$ cat src/rtl/wb_reg_slice_pkg.sv
// Shared types and constants for the wb_reg_slice Wishbone register slice.
// The optional response timeout is enabled with WB_REG_SLICE_TIMEOUT_EN.
package wb_reg_slice_pkg;

    typedef enum logic [1:0] {
        IDLE = 2'd0,
        REQ  = 2'd1,
        RSP  = 2'd2
    } state_e;

    typedef enum logic {
        RSP_ACK = 1'b0,
        RSP_ERR = 1'b1
    } rsp_kind_e;

    localparam logic [2:0] CTI_CLASSIC = 3'b000;
    localparam logic [2:0] CTI_CONST   = 3'b001;
    localparam logic [2:0] CTI_INCR    = 3'b010;
    localparam logic [2:0] CTI_EOB     = 3'b111;
    localparam logic [1:0] BTE_LINEAR  = 2'b00;

    // Width of the TGA/TGC/TGD tag fields carried through the slice.
    localparam int TG_WIDTH = 4;

endpackage

$ cat src/rtl/wb_if.sv
// Wishbone B4 bus bundle used on both sides of wb_reg_slice.
// Modports are named from the point of view of the block that owns them.
interface wb_if #(
    parameter int ADDR_WIDTH = 32,
    parameter int DATA_WIDTH = 32
);
    logic                                    CYC;
    logic                                    STB;
    logic                                    WE;
    logic [ADDR_WIDTH-1:0]                   ADR;
    logic [DATA_WIDTH-1:0]                   DAT_W;
    logic [DATA_WIDTH-1:0]                   DAT_R;
    logic [DATA_WIDTH/8-1:0]                 SEL;
    logic [wb_reg_slice_pkg::TG_WIDTH-1:0]   TGA;
    logic [wb_reg_slice_pkg::TG_WIDTH-1:0]   TGC;
    logic [wb_reg_slice_pkg::TG_WIDTH-1:0]   TGD_W;
    logic [wb_reg_slice_pkg::TG_WIDTH-1:0]   TGD_R;
    logic [2:0]                              CTI;
    logic [1:0]                              BTE;
    logic                                    ACK;
    logic                                    ERR;

    modport master (
        output CYC, STB, WE, ADR, DAT_W, SEL, TGA, TGC, TGD_W, CTI, BTE,
        input  ACK, ERR, DAT_R, TGD_R
    );

    modport slave (
        input  CYC, STB, WE, ADR, DAT_W, SEL, TGA, TGC, TGD_W, CTI, BTE,
        output ACK, ERR, DAT_R, TGD_R
    );

endinterface

$ cat src/rtl/wb_timeout_counter.sv
// Saturating cycle counter that flags a stalled downstream access.
// Only built when WB_REG_SLICE_TIMEOUT_EN is defined; otherwise no counter exists.
`ifdef WB_REG_SLICE_TIMEOUT_EN
module wb_timeout_counter #(
    parameter int WIDTH = 16,
    parameter int LIMIT = 256
) (
    input  logic clk,
    input  logic rstn,
    input  logic clr,
    input  logic en,
    output logic expired
);
    logic [WIDTH-1:0] cnt_q;
    logic [WIDTH-1:0] cnt_d;

    assign expired = (cnt_q == WIDTH'(LIMIT - 1));

    // Holds at LIMIT-1 so expired stays up until the owner clears it.
    always_comb begin
        cnt_d = cnt_q;
        if (clr) begin
            cnt_d = '0;
        end else if (en && !expired) begin
            cnt_d = cnt_q + 1'b1;
        end
    end

    always_ff @(posedge clk or negedge rstn) begin
        if (!rstn) begin
            cnt_q <= '0;
        end else begin
            cnt_q <= cnt_d;
        end
    end
endmodule
`endif

$ cat src/rtl/wb_reg_slice.sv
// Single-outstanding Wishbone register slice: requests and responses are both registered.
// Define WB_REG_SLICE_TIMEOUT_EN to add a downstream response timeout that returns ERR.
module wb_reg_slice
    import wb_reg_slice_pkg::*;
#(
    parameter int WB_ADDR_WIDTH  = 32,
    parameter int WB_DATA_WIDTH  = 32,
    parameter int TIMEOUT_CYCLES = 256
) (
    input logic  clk,
    input logic  rstn,
    wb_if.slave  i,
    wb_if.master out
);
    localparam int SEL_WIDTH = WB_DATA_WIDTH / 8;

    state_e state_q, state_d;
    rsp_kind_e rsp_kind;
    logic rsp_seen;
    logic timeout;

    logic                     cyc_q, cyc_d;
    logic                     we_q, we_d;
    logic [WB_ADDR_WIDTH-1:0] adr_q, adr_d;
    logic [WB_DATA_WIDTH-1:0] dat_w_q, dat_w_d;
    logic [SEL_WIDTH-1:0]     sel_q, sel_d;
    logic [TG_WIDTH-1:0]      tga_q, tga_d;
    logic [TG_WIDTH-1:0]      tgc_q, tgc_d;
    logic [TG_WIDTH-1:0]      tgd_w_q, tgd_w_d;
    logic                     ack_q, ack_d;
    logic                     err_q, err_d;
    logic [WB_DATA_WIDTH-1:0] dat_r_q, dat_r_d;
    logic [TG_WIDTH-1:0]      tgd_r_q, tgd_r_d;

    assign rsp_seen = out.ACK || out.ERR;

`ifdef WB_REG_SLICE_TIMEOUT_EN
    logic to_expired;

    wb_timeout_counter #(
        .WIDTH (16),
        .LIMIT (TIMEOUT_CYCLES)
    ) u_timeout (
        .clk     (clk),
        .rstn    (rstn),
        .clr     (state_q == IDLE),
        .en      ((state_q == REQ) && !rsp_seen),
        .expired (to_expired)
    );

    assign timeout = (state_q == REQ) && to_expired;
`else
    assign timeout = 1'b0;
`endif

    always_ff @(posedge clk or negedge rstn) begin
        if (!rstn) begin
            state_q <= IDLE;
        end else begin
            state_q <= state_d;
        end
    end

    // A master abort outranks a same-cycle downstream response.
    always_comb begin
        state_d = state_q;
        case (state_q)
            IDLE: if (i.CYC && i.STB) state_d = REQ;
            REQ: begin
                if (!i.CYC) begin
                    state_d = IDLE;
                end else if (rsp_seen || timeout) begin
                    state_d = RSP;
                end
            end
            RSP:     state_d = IDLE;
            default: state_d = IDLE;
        endcase
    end

    always_comb begin
        cyc_d    = (state_d == REQ);
        we_d     = we_q;
        adr_d    = adr_q;
        dat_w_d  = dat_w_q;
        sel_d    = sel_q;
        tga_d    = tga_q;
        tgc_d    = tgc_q;
        tgd_w_d  = tgd_w_q;
        ack_d    = 1'b0;
        err_d    = 1'b0;
        dat_r_d  = '0;
        tgd_r_d  = '0;
        rsp_kind = (out.ERR || !rsp_seen) ? RSP_ERR : RSP_ACK;

        if (state_q == IDLE && state_d == REQ) begin
            we_d    = i.WE;
            adr_d   = i.ADR;
            dat_w_d = i.DAT_W;
            sel_d   = i.SEL;
            tga_d   = i.TGA;
            tgc_d   = i.TGC;
            tgd_w_d = i.TGD_W;
        end

        // Response flops are non-zero only for the single RSP cycle.
        if (state_q == REQ && state_d == RSP) begin
            ack_d   = (rsp_kind == RSP_ACK);
            err_d   = (rsp_kind == RSP_ERR);
            dat_r_d = (rsp_kind == RSP_ACK) ? out.DAT_R : '0;
            tgd_r_d = rsp_seen ? out.TGD_R : '0;
        end
    end

    always_ff @(posedge clk or negedge rstn) begin
        if (!rstn) begin
            cyc_q   <= 1'b0;
            we_q    <= 1'b0;
            adr_q   <= '0;
            dat_w_q <= '0;
            sel_q   <= '0;
            tga_q   <= '0;
            tgc_q   <= '0;
            tgd_w_q <= '0;
            ack_q   <= 1'b0;
            err_q   <= 1'b0;
            dat_r_q <= '0;
            tgd_r_q <= '0;
        end else begin
            cyc_q   <= cyc_d;
            we_q    <= we_d;
            adr_q   <= adr_d;
            dat_w_q <= dat_w_d;
            sel_q   <= sel_d;
            tga_q   <= tga_d;
            tgc_q   <= tgc_d;
            tgd_w_q <= tgd_w_d;
            ack_q   <= ack_d;
            err_q   <= err_d;
            dat_r_q <= dat_r_d;
            tgd_r_q <= tgd_r_d;
        end
    end

    assign out.CYC   = cyc_q;
    assign out.STB   = cyc_q;
    assign out.WE    = we_q;
    assign out.ADR   = adr_q;
    assign out.DAT_W = dat_w_q;
    assign out.SEL   = sel_q;
    assign out.TGA   = tga_q;
    assign out.TGC   = tgc_q;
    assign out.TGD_W = tgd_w_q;
    assign out.CTI   = CTI_CLASSIC;
    assign out.BTE   = BTE_LINEAR;

    assign i.ACK   = ack_q;
    assign i.ERR   = err_q;
    assign i.DAT_R = dat_r_q;
    assign i.TGD_R = tgd_r_q;

endmodule

$ cat src/flat_wrapper.sv
// flat-port wrapper written by rule: the top's interface ports become plain ports
module wb_reg_slice_flat import wb_reg_slice_pkg::*;
#(
    parameter int WB_ADDR_WIDTH  = 32,
    parameter int WB_DATA_WIDTH  = 32,
    parameter int TIMEOUT_CYCLES = 256
)
  (clk, rstn, i_CYC, i_STB, i_WE, i_ADR, i_DAT_W, i_SEL, i_TGA, i_TGC, i_TGD_W, i_CTI, i_BTE, i_ACK, i_ERR, i_DAT_R, i_TGD_R, out_CYC, out_STB, out_WE, out_ADR, out_DAT_W, out_SEL, out_TGA, out_TGC, out_TGD_W, out_CTI, out_BTE, out_ACK, out_ERR, out_DAT_R, out_TGD_R);
  wb_if #(.ADDR_WIDTH((32)), .DATA_WIDTH((32))) i_i ();
  wb_if #(.ADDR_WIDTH((32)), .DATA_WIDTH((32))) out_i ();
  input logic clk;
  input logic rstn;
  input wire logic [$bits(i_i.CYC)-1:0] i_CYC;
  input wire logic [$bits(i_i.STB)-1:0] i_STB;
  input wire logic [$bits(i_i.WE)-1:0] i_WE;
  input wire logic [$bits(i_i.ADR)-1:0] i_ADR;
  input wire logic [$bits(i_i.DAT_W)-1:0] i_DAT_W;
  input wire logic [$bits(i_i.SEL)-1:0] i_SEL;
  input wire logic [$bits(i_i.TGA)-1:0] i_TGA;
  input wire logic [$bits(i_i.TGC)-1:0] i_TGC;
  input wire logic [$bits(i_i.TGD_W)-1:0] i_TGD_W;
  input wire logic [$bits(i_i.CTI)-1:0] i_CTI;
  input wire logic [$bits(i_i.BTE)-1:0] i_BTE;
  output wire logic [$bits(i_i.ACK)-1:0] i_ACK;
  output wire logic [$bits(i_i.ERR)-1:0] i_ERR;
  output wire logic [$bits(i_i.DAT_R)-1:0] i_DAT_R;
  output wire logic [$bits(i_i.TGD_R)-1:0] i_TGD_R;
  output wire logic [$bits(out_i.CYC)-1:0] out_CYC;
  output wire logic [$bits(out_i.STB)-1:0] out_STB;
  output wire logic [$bits(out_i.WE)-1:0] out_WE;
  output wire logic [$bits(out_i.ADR)-1:0] out_ADR;
  output wire logic [$bits(out_i.DAT_W)-1:0] out_DAT_W;
  output wire logic [$bits(out_i.SEL)-1:0] out_SEL;
  output wire logic [$bits(out_i.TGA)-1:0] out_TGA;
  output wire logic [$bits(out_i.TGC)-1:0] out_TGC;
  output wire logic [$bits(out_i.TGD_W)-1:0] out_TGD_W;
  output wire logic [$bits(out_i.CTI)-1:0] out_CTI;
  output wire logic [$bits(out_i.BTE)-1:0] out_BTE;
  input wire logic [$bits(out_i.ACK)-1:0] out_ACK;
  input wire logic [$bits(out_i.ERR)-1:0] out_ERR;
  input wire logic [$bits(out_i.DAT_R)-1:0] out_DAT_R;
  input wire logic [$bits(out_i.TGD_R)-1:0] out_TGD_R;
  assign i_i.CYC = i_CYC;
  assign i_i.STB = i_STB;
  assign i_i.WE = i_WE;
  assign i_i.ADR = i_ADR;
  assign i_i.DAT_W = i_DAT_W;
  assign i_i.SEL = i_SEL;
  assign i_i.TGA = i_TGA;
  assign i_i.TGC = i_TGC;
  assign i_i.TGD_W = i_TGD_W;
  assign i_i.CTI = i_CTI;
  assign i_i.BTE = i_BTE;
  assign i_ACK = i_i.ACK;
  assign i_ERR = i_i.ERR;
  assign i_DAT_R = i_i.DAT_R;
  assign i_TGD_R = i_i.TGD_R;
  assign out_CYC = out_i.CYC;
  assign out_STB = out_i.STB;
  assign out_WE = out_i.WE;
  assign out_ADR = out_i.ADR;
  assign out_DAT_W = out_i.DAT_W;
  assign out_SEL = out_i.SEL;
  assign out_TGA = out_i.TGA;
  assign out_TGC = out_i.TGC;
  assign out_TGD_W = out_i.TGD_W;
  assign out_CTI = out_i.CTI;
  assign out_BTE = out_i.BTE;
  assign out_i.ACK = out_ACK;
  assign out_i.ERR = out_ERR;
  assign out_i.DAT_R = out_DAT_R;
  assign out_i.TGD_R = out_TGD_R;
  wb_reg_slice #(.WB_ADDR_WIDTH(WB_ADDR_WIDTH), .WB_DATA_WIDTH(WB_DATA_WIDTH), .TIMEOUT_CYCLES(TIMEOUT_CYCLES)) u_core (.clk(clk), .rstn(rstn), .i(i_i), .out(out_i));
endmodule
$ cat config.mk
export PLATFORM = sky130hd
export DESIGN_NAME = wb_reg_slice_flat
export DESIGN_NICKNAME = d
export VERILOG_FILES = /design/src/rtl/wb_reg_slice_pkg.sv /design/src/rtl/wb_if.sv /design/src/rtl/wb_timeout_counter.sv /design/src/rtl/wb_reg_slice.sv /design/src/flat_wrapper.sv
export SDC_FILE = /design/constraint.sdc
export NUM_CORES = 1
export LEC_CHECK = 0
export CORE_AREA = 2 2 100 102
export DETAILED_ROUTE_END_ITERATION = 12
export DIE_AREA = 0 0 102 104
export DONT_BUFFER_PORTS = 1
export PLACE_DENSITY = 0.64
export SLEW_MARGIN = 5
export SYNTH_ARGS = -nofsm -noshare
export SYNTH_HDL_FRONTEND = slang
export SYNTH_HIERARCHICAL = 1
export SYNTH_SLANG_ARGS = --single-unit
$ cat constraint.sdc
create_clock -name clk -period 3.7 [get_ports clk]
set_input_delay 0.37 -clock clk [delete_from_list [all_inputs] [get_ports clk]]
set_output_delay 0.37 -clock clk [all_outputs]
set_load 0.01 [all_outputs]
==> results.md, run 1 <==
- The distinct cell type count after synthesis is 15.
- The largest buffer count on any clock path is 2.
- The nature of the critical path endpoint is a register.
- The number of placement rows is 36.
- In this run, the number of DRC markers left after iteration 0 of detailed routing was 80.
- The synthesized netlist cell count is 275.
- After synthesis the cells add up to approximately 0.0045 mm^2.
- The max-slew violation count is 0.
- Summing the sequential cell areas from Yosys gives 68.0% of the chip area.
- Cells fill 62.8% of the core in the end.
- Among all stages on the critical path, the largest delay is contributed by dlygate4sd3_1.
- With fillers left out, the area of the finished cells amounts to 0.00600 mm^2.
- The placement-stage cell area is between 0.004 and 0.005 mm^2.
- Across all hold checks on the routed design, the worst slack comes to 0.0293 ns.
- The count of hold buffers inserted by post-cts repair is 92.
- The first detailed-routing pass took 5 iterations.
- The clock-pin slew of the registers on the worst-case setup and hold paths is 0.06 ns.
- The classification of the worst setup path is register to register.
- The via count of the routed design is 2558.
- Timing would allow up to 453 MHz.
- Traced cell by cell, the critical path runs through nand4b_1 > buf_4 > nor3b_1 > dlygate4sd3_1.
- The total DRC errors in the routed layout is 0.
- The post-route antenna net violation count is 0.
- The number of synthesized flops with an enable pin is 0.
- The startpoint type of the worst setup path is a register.
- The clock latency reported for the late side of the worst-skew pair is around 0.50 ns.
- The transition time at the pin with the least slew margin is 1.23 ns.
- The power density over the cells is roughly 600 mW/mm^2.
- The cell depth of the worst hold path is 1.
- The tool flagged a number of max-cap violations equal to 0.
- The global placement routability congestion is 0.754.
- The H-tree was split into 4 levels.
- Setup repair after global routing left no endpoint under its margin.
- The HPWL reported at the end of detailed placement is 5.88 mm.
- The delay contributed by the slowest stage of the critical path is 0.59 ns.
- The pin count of the biggest net entering global routing is between 100 and 150.
- Once the clock tree was built, the setup fixing pass inserted 0 buffers.
- The biggest fanout along the worst timing path is 21.
- After synthesis the netlist holds a flip-flop and latch count of 122.
- The number of filler cells placed in the layout is 699.
- The total chip power is 3.58 mW.
- The via count of the first global-routing pass is 2832.
- During I/O placement, the number of pins put on the boundary was between 200 and 300.
- For the worst flop-to-flop path, the logic depth is 4.
- IR analysis of the VDD net gives a maximum drop of 254 uV.
- Once the clock tree was built, the resizer swapped 0 gates to a different size.
- The count of non-filler cells in the finished layout is 516.
- The die covers 0.0106 mm^2.
- Cells with a size suffix above 1 make up between 20% and 30% of the layout.
- The share of the cycle needed by the critical path after routing is 59.7%.
- The mean area per synthesized cell is 16.3 um^2.
- Clock tree synthesis inserted a total of 17 buffers.
- The async set-or-reset flop fraction in the synthesized netlist is 100%.
- The floorplan core area is 0.00955 mm^2.
- Yosys printed 6 warnings.
- The area added between synthesis and finish is 33.6%.
- The detailed-route wire length is between 9 and 10 mm.
- Summed over all layers, the global routing overflow is 0.
- For this design the static power due to leakage is 2.56 nW.
- The number of nets at the end of the flow is 497.
- For this configuration, the core starts out at a cell density of 47.0%.
- The initial antenna violation count is 1.
- The shortest period the worst path allows is 2.21 ns.
- TritonCTS built the clock tree.
- Among all flip-flop cells after synthesis, the most frequent one is dfrtp_1.
- Prior to clock tree synthesis, the placed netlist has a worst setup slack of 1.55 ns.
- The headroom to the max-slew limit is 18.0%.
- The total global routing track utilization is a little under a fifth.
- The setup-violating endpoint count in the final report is 0.
- The cell at the root of the clock tree is clkbuf_8.
- The TritonCTS sink count is 122.
- After detailed routing, the number of vias per cell comes to 4.96.
- The flow ran to the end, and the final reports show no timing, DRC or antenna violations.
- For the worst setup path, the data required time is 4.14 ns.
- The worst min-delay path class is primary input to register.
- The wire length per cell is 18.9 um.
- The final-layout setup total negative slack is 0 ns.
- The wire length of the first global-routing pass is approximately 15 mm.
- The die is approximately 100 um tall.
- The number of failing hold endpoints at the final stage was 0.
- The smallest setup slack after layout is 1.49 ns.
- The x dimension of the die is 102 um.
- The instance count after placement with tap cells included is 391.
- The worst clock skew on the final layout is 0.00689 ns.
- Input and output buffers added on the ports amount to 0.
- The data arrival time of the critical path is 2.65 ns.
==> state kept, by name, summed over array words and instances (netlist names) <==
name and cells:
u_core/out.TGC 4, u_core/i.DAT_R 32, u_core/out.SEL 4, u_core/out.DAT_W 32, u_core/out.ADR 32, u_core/out.TGD_W 4
u_core/i.ERR 1, u_core/out.WE 1, u_core/state_q 2, u_core/out.CYC 1, u_core/i.ACK 1, u_core/i.TGD_R 4
u_core/out.TGA 4
==> final timing paths <==
check	end	slack (ns)	startpoint
worst max-delay path	u_core/i.DAT_R[30]$_DFF_PN0_	1.49	u_core/state_q[1]$_DFF_PN0_
worst min-delay path	u_core/out.ADR[12]$_DFFE_PN0P_	0.03	i_ADR[12]
worst max register to register	u_core/i.DAT_R[30]$_DFF_PN0_	1.49	u_core/state_q[1]$_DFF_PN0_
worst min register to register	u_core/state_q[0]$_DFF_PN0_	0.57	u_core/state_q[1]$_DFF_PN0_
max in group asynchronous	u_core/out.ADR[3]$_DFFE_PN0P_	2.74	rstn
min in group asynchronous	u_core/i.DAT_R[29]$_DFF_PN0_	0.44	rstn
==> metal layers <==
metal	share of wire, %	global-route usage [%]
met2	50	31.1
met3	13	10.2
met1	36	19.4
met4	1.4	7.71
met5	0	0
==> Yosys cell counts (all sizes together), types with 2 or more instances <==
master	number	area share, %
nor2	4	0.33
nor3b	36	6.0
a21oi	2	0.22
clkbuf	7	0.59
mux2	81	20
dfrtp	122	68
nand2b	2	0.28
buf	15	3.3
==> placed cells by master, fill, tap and decap left out, drive strengths merged <==
master       Yosys  routed
diode            0       1
nor2             4       4
clkinvlp         0       5
and4bb           1       1
buf             15       2
or3b             1       1
mux2            81      81
clkinv           0       4
a21oi            2       2
nand3b           1       1
nand2b           2       2
clkbuf           7      22
dfrtp          122     122
conb             1       5
inv              1       1
bufinv           0       1
nand4b           1       1
nor3b           36      36
dlygate4sd3      0      91
==> layout make-up <==
type	count	area, um^2	share of cell area (%)
inverter	1	3.75	0.0626
timing repair buffer	93	946	15.8
tap	133	166	2.77
antenna	1	2.50	0.0417
multi-input combinational	134	1280	21.3
clock inverter	10	95.1	1.58
clock buffer	22	453	7.55
sequential	122	3050	50.9
==> power by group <==
group          internal, mW  switching [mW]  leakage [nW]  total [mW]
Clock                 0.924           0.566         0.253        1.49
Combinational         0.223           0.120         0.787       0.343
Sequential             1.52           0.226          1.52        1.75
Total                  2.67           0.912          2.56        3.58
==> worst max-delay path: cells and delay by family (launching register included) <==
kind | cells | cell delay [ns]
flip-flops | 1 | 0.39
AND/OR/NAND/NOR | 2 | 0.75
buffers and inverters | 2 | 1.01
==> logic make-up after synthesis <==
| logic type | after synthesis | share of synthesized area [%] |
|---|---|---|
| buffers and inverters | 23 | 3.93 |
| AOI/OAI and AO/OA | 2 | 0.223 |
| other | 1 | 0.0835 |
| DFF | 122 | 68.0 |
| muxes | 81 | 20.3 |
| and+or+nand+nor | 46 | 7.47 |
No activity file was read; power rests on OpenSTA's default activity.
==> inputs of run 2 (changes only) <==
--- a/config.mk
+++ b/config.mk
@@ -5,11 +5,11 @@
 export SDC_FILE = /design/constraint.sdc
 export NUM_CORES = 1
 export LEC_CHECK = 0
-export CORE_AREA = 2 2 100 102
+export CORE_AREA = 2 2 99 101
 export DETAILED_ROUTE_END_ITERATION = 12
-export DIE_AREA = 0 0 102 104
+export DIE_AREA = 0 0 101 103
 export DONT_BUFFER_PORTS = 1
-export PLACE_DENSITY = 0.64
+export PLACE_DENSITY = 0.68
 export SLEW_MARGIN = 5
 export SYNTH_ARGS = -nofsm -noshare
 export SYNTH_HDL_FRONTEND = slang
==> constraint.sdc (replaced) <==
create_clock -name clk -period 1.88 [get_ports clk]
set_input_delay 0.188 -clock clk [delete_from_list [all_inputs] [get_ports clk]]
set_output_delay 0.188 -clock clk [all_outputs]
set_load 0.01 [all_outputs]
==> run 2 against run 1 <==
Compared with the run above: the flow now stops in clock tree synthesis; synthesized cell count stayed put; synthesized area unchanged.
==> results.md, run 2 <==
- The adder-cell share of the synthesized area is 0% (unchanged).
- The register bit count reported by yosys is 122 (unchanged).
- The synthesized-area fraction occupied by and/or/nand/nor cells came to 7.47% (unchanged).
- The cell taking the most area after synthesis was dfrtp_1 (unchanged).
- The starting density of the core is 47.5% (was 47.0%).
- The global placement routability congestion is 0.788 (was 0.754).
- The cell at the root of the clock tree is clkbuf_8 (unchanged).
- The number of post-CTS setup repair buffers is 0 (unchanged).
- Result of the run: stopped before the end (was finished, final reports clean).
- The predominant post-synthesis flop cell is dfrtp_1 (unchanged).
- The number of placement rows is 36 (unchanged).
- It got as far as clock tree synthesis and failed there.
- The TritonCTS sink count came to 122 (unchanged).
- The proportion of netlist area held by the largest area contributor was 68.0% (unchanged).
- The async set-or-reset flop fraction in the synthesized netlist came to 100% (unchanged).
- The number of synthesized flops with an enable pin is 0 (unchanged).
- The synthesized netlist cell count was 275 (unchanged).
- The HPWL reported at the end of detailed placement was 6.04 mm (was 5.88 mm).
- The post-synth design cell area is 0.00449 mm^2 (unchanged).
- The share of the synthesized netlist area taken by xor and xnor gates was 0% (unchanged).
- Leading cell types by total area after synthesis: dfrtp_1 68%, mux2_2 20%, nor3b_1 6.0% (unchanged).
- The most numerous cell in the Yosys netlist is dfrtp_1 (unchanged).
- The H-tree level count was 4 (unchanged).
- The post-synthesis compound-gate area fraction is 0.223% (unchanged).
- The x dimension of the die is 101 um (was 102 um).
- The distinct cell type count after synthesis is 15 (unchanged).
- The total of buffers placed on input and output ports is 0 (unchanged).
- The mean area per synthesized cell is 16.3 um^2 (unchanged).
- The portion of netlist area occupied by mux cells is 20.3% (unchanged).
- The share of the yosys chip area belonging to registers is 68.0% (unchanged).
- The tool reported: "[ERROR RSZ-0060] Max buffer count reached".
- The combinational family with the most area after synthesis is multiplexers (unchanged).
- The count of hold buffers inserted by post-cts repair is 101 (was 92).
- The vertical die dimension was 103 um (was 104 um).
- The count of instances resized after the clock tree is built is 0 (unchanged).
- Ranking of synthesized cells by instance count: 122 x dfrtp_1, 81 x mux2_2, 36 x nor3b_1 (unchanged).
- The number of top-level pins is 254 (unchanged).
- The total number of yosys warnings is 6 (unchanged).
- The largest buffer count on any clock path came to 2 (unchanged).
- The number of buffers inserted during clock tree synthesis was 17 (unchanged).
## run 2: cell counts after synthesis
No cell type changed its count.
## run 2: logic make-up after synthesis
logic type,count (synthesis)
and+or+nand+nor,46
other,1
DFF,122
AOI/OAI and AO/OA,2
muxes,81
buffers and inverters,23
## run 2: stage by stage
step | instances | hold WS [ns] | setup slack, ns | area (um^2) | util, %
global placement | 375 | -0.105 | 0.338 | 4530 | 47.9
detailed placement | 375 | -0.105 | 0.298 | 4530 | 47.9
floorplan | 279 | -0.108 | 0.477 | 4510 | -
==> inputs of run 3 (changes only) <==
--- a/config.mk
+++ b/config.mk
@@ -5,11 +5,10 @@
 export SDC_FILE = /design/constraint.sdc
 export NUM_CORES = 1
 export LEC_CHECK = 0
-export CORE_AREA = 2 2 99 101
+export CORE_UTILIZATION = 40
 export DETAILED_ROUTE_END_ITERATION = 12
-export DIE_AREA = 0 0 101 103
 export DONT_BUFFER_PORTS = 1
-export PLACE_DENSITY = 0.68
+export PLACE_DENSITY_LB_ADDON = 0.15
 export SLEW_MARGIN = 5
 export SYNTH_ARGS = -nofsm -noshare
 export SYNTH_HDL_FRONTEND = slang
==> constraint.sdc (replaced) <==
create_clock -name clk -period 2.44 [get_ports clk]
set_input_delay 0.244 -clock clk [delete_from_list [all_inputs] [get_ports clk]]
set_output_delay 0.244 -clock clk [all_outputs]
set_load 0.01 [all_outputs]
==> run 3 against run 2 <==
Compared with the run above: the run again fails in clock tree synthesis; synthesized cell count unchanged; synthesized area did not move.
==> results.md, run 3 <==
- The register bit count reported by yosys came to 122 (unchanged).
- The count of hold buffers inserted by post-cts repair came to 101 (unchanged).
- The cell at the root of the clock tree is clkbuf_8 (unchanged).
- The cell taking the most area after synthesis was dfrtp_1 (unchanged).
- The instance count after placement with tap cells included came to 401 (was 375).
- The global placement routability congestion is 0.717 (was 0.788).
- The count of instances resized after the clock tree is built is 0 (unchanged).
- The largest buffer count on any clock path is 2 (unchanged).
- The predominant post-synthesis flop cell is dfrtp_1 (unchanged).
- The number of synthesized flops with an enable pin came to 0 (unchanged).
- The x dimension of the die came to 108 um (was 101 um).
- The total number of yosys warnings is 6 (unchanged).
- The TritonCTS sink count is 122 (unchanged).
- The proportion of netlist area held by the largest area contributor is 68.0% (unchanged).
- The starting density of the core is 41.2% (was 47.5%).
- The post-synth design cell area is 0.00449 mm^2 (unchanged).
- Leading cell types by total area after synthesis: dfrtp_1 68%, mux2_2 20%, nor3b_1 6.0% (unchanged).
- The vertical die dimension is 108 um (was 103 um).
- The step where the flow halted is clock tree synthesis (unchanged).
- The HPWL reported at the end of detailed placement is 6.30 mm (was 6.04 mm).
- The distinct cell type count after synthesis is 15 (unchanged).
- Result of the run: stopped before the end (unchanged).
- The number of buffers inserted during clock tree synthesis came to 17 (unchanged).
- The synthesized netlist cell count is 275 (unchanged).
- The H-tree level count is 4 (unchanged).
- The most numerous cell in the Yosys netlist is dfrtp_1 (unchanged).
- The number of top-level pins is 254 (unchanged).
- The async set-or-reset flop fraction in the synthesized netlist is 100% (unchanged).
- First error message: [ERROR RSZ-0060] Max buffer count reached (unchanged).
- The share of the yosys chip area belonging to registers is 68.0% (unchanged).
- The total of buffers placed on input and output ports is 0 (unchanged).
- The setup slack after placement is 0.659 ns (was 0.298 ns).
- The number of post-CTS setup repair buffers was 0 (unchanged).
- The mean area per synthesized cell is 16.3 um^2 (unchanged).
- Ranking of synthesized cells by instance count: 122 x dfrtp_1, 81 x mux2_2, 36 x nor3b_1 (unchanged).
- The number of placement rows is 38 (was 36).
[run 3: cell counts after synthesis]
No cell type changed its count.
[run 3: cell families after synthesis]
logic type,share of synthesized area [%]
muxes,20.3
AOI/OAI and AO/OA,0.223
DFF,68.0
buffers and inverters,3.93
other,0.0835
and+or+nand+nor,7.47
[run 3: per-stage QoR]
stage                     utilization [%]  hold WS, ns  instance area, um^2
after floorplan                         -      -0.0516                 4510
after global placement               41.9      -0.0489                 4570
after detailed placement             41.9      -0.0488                 4570
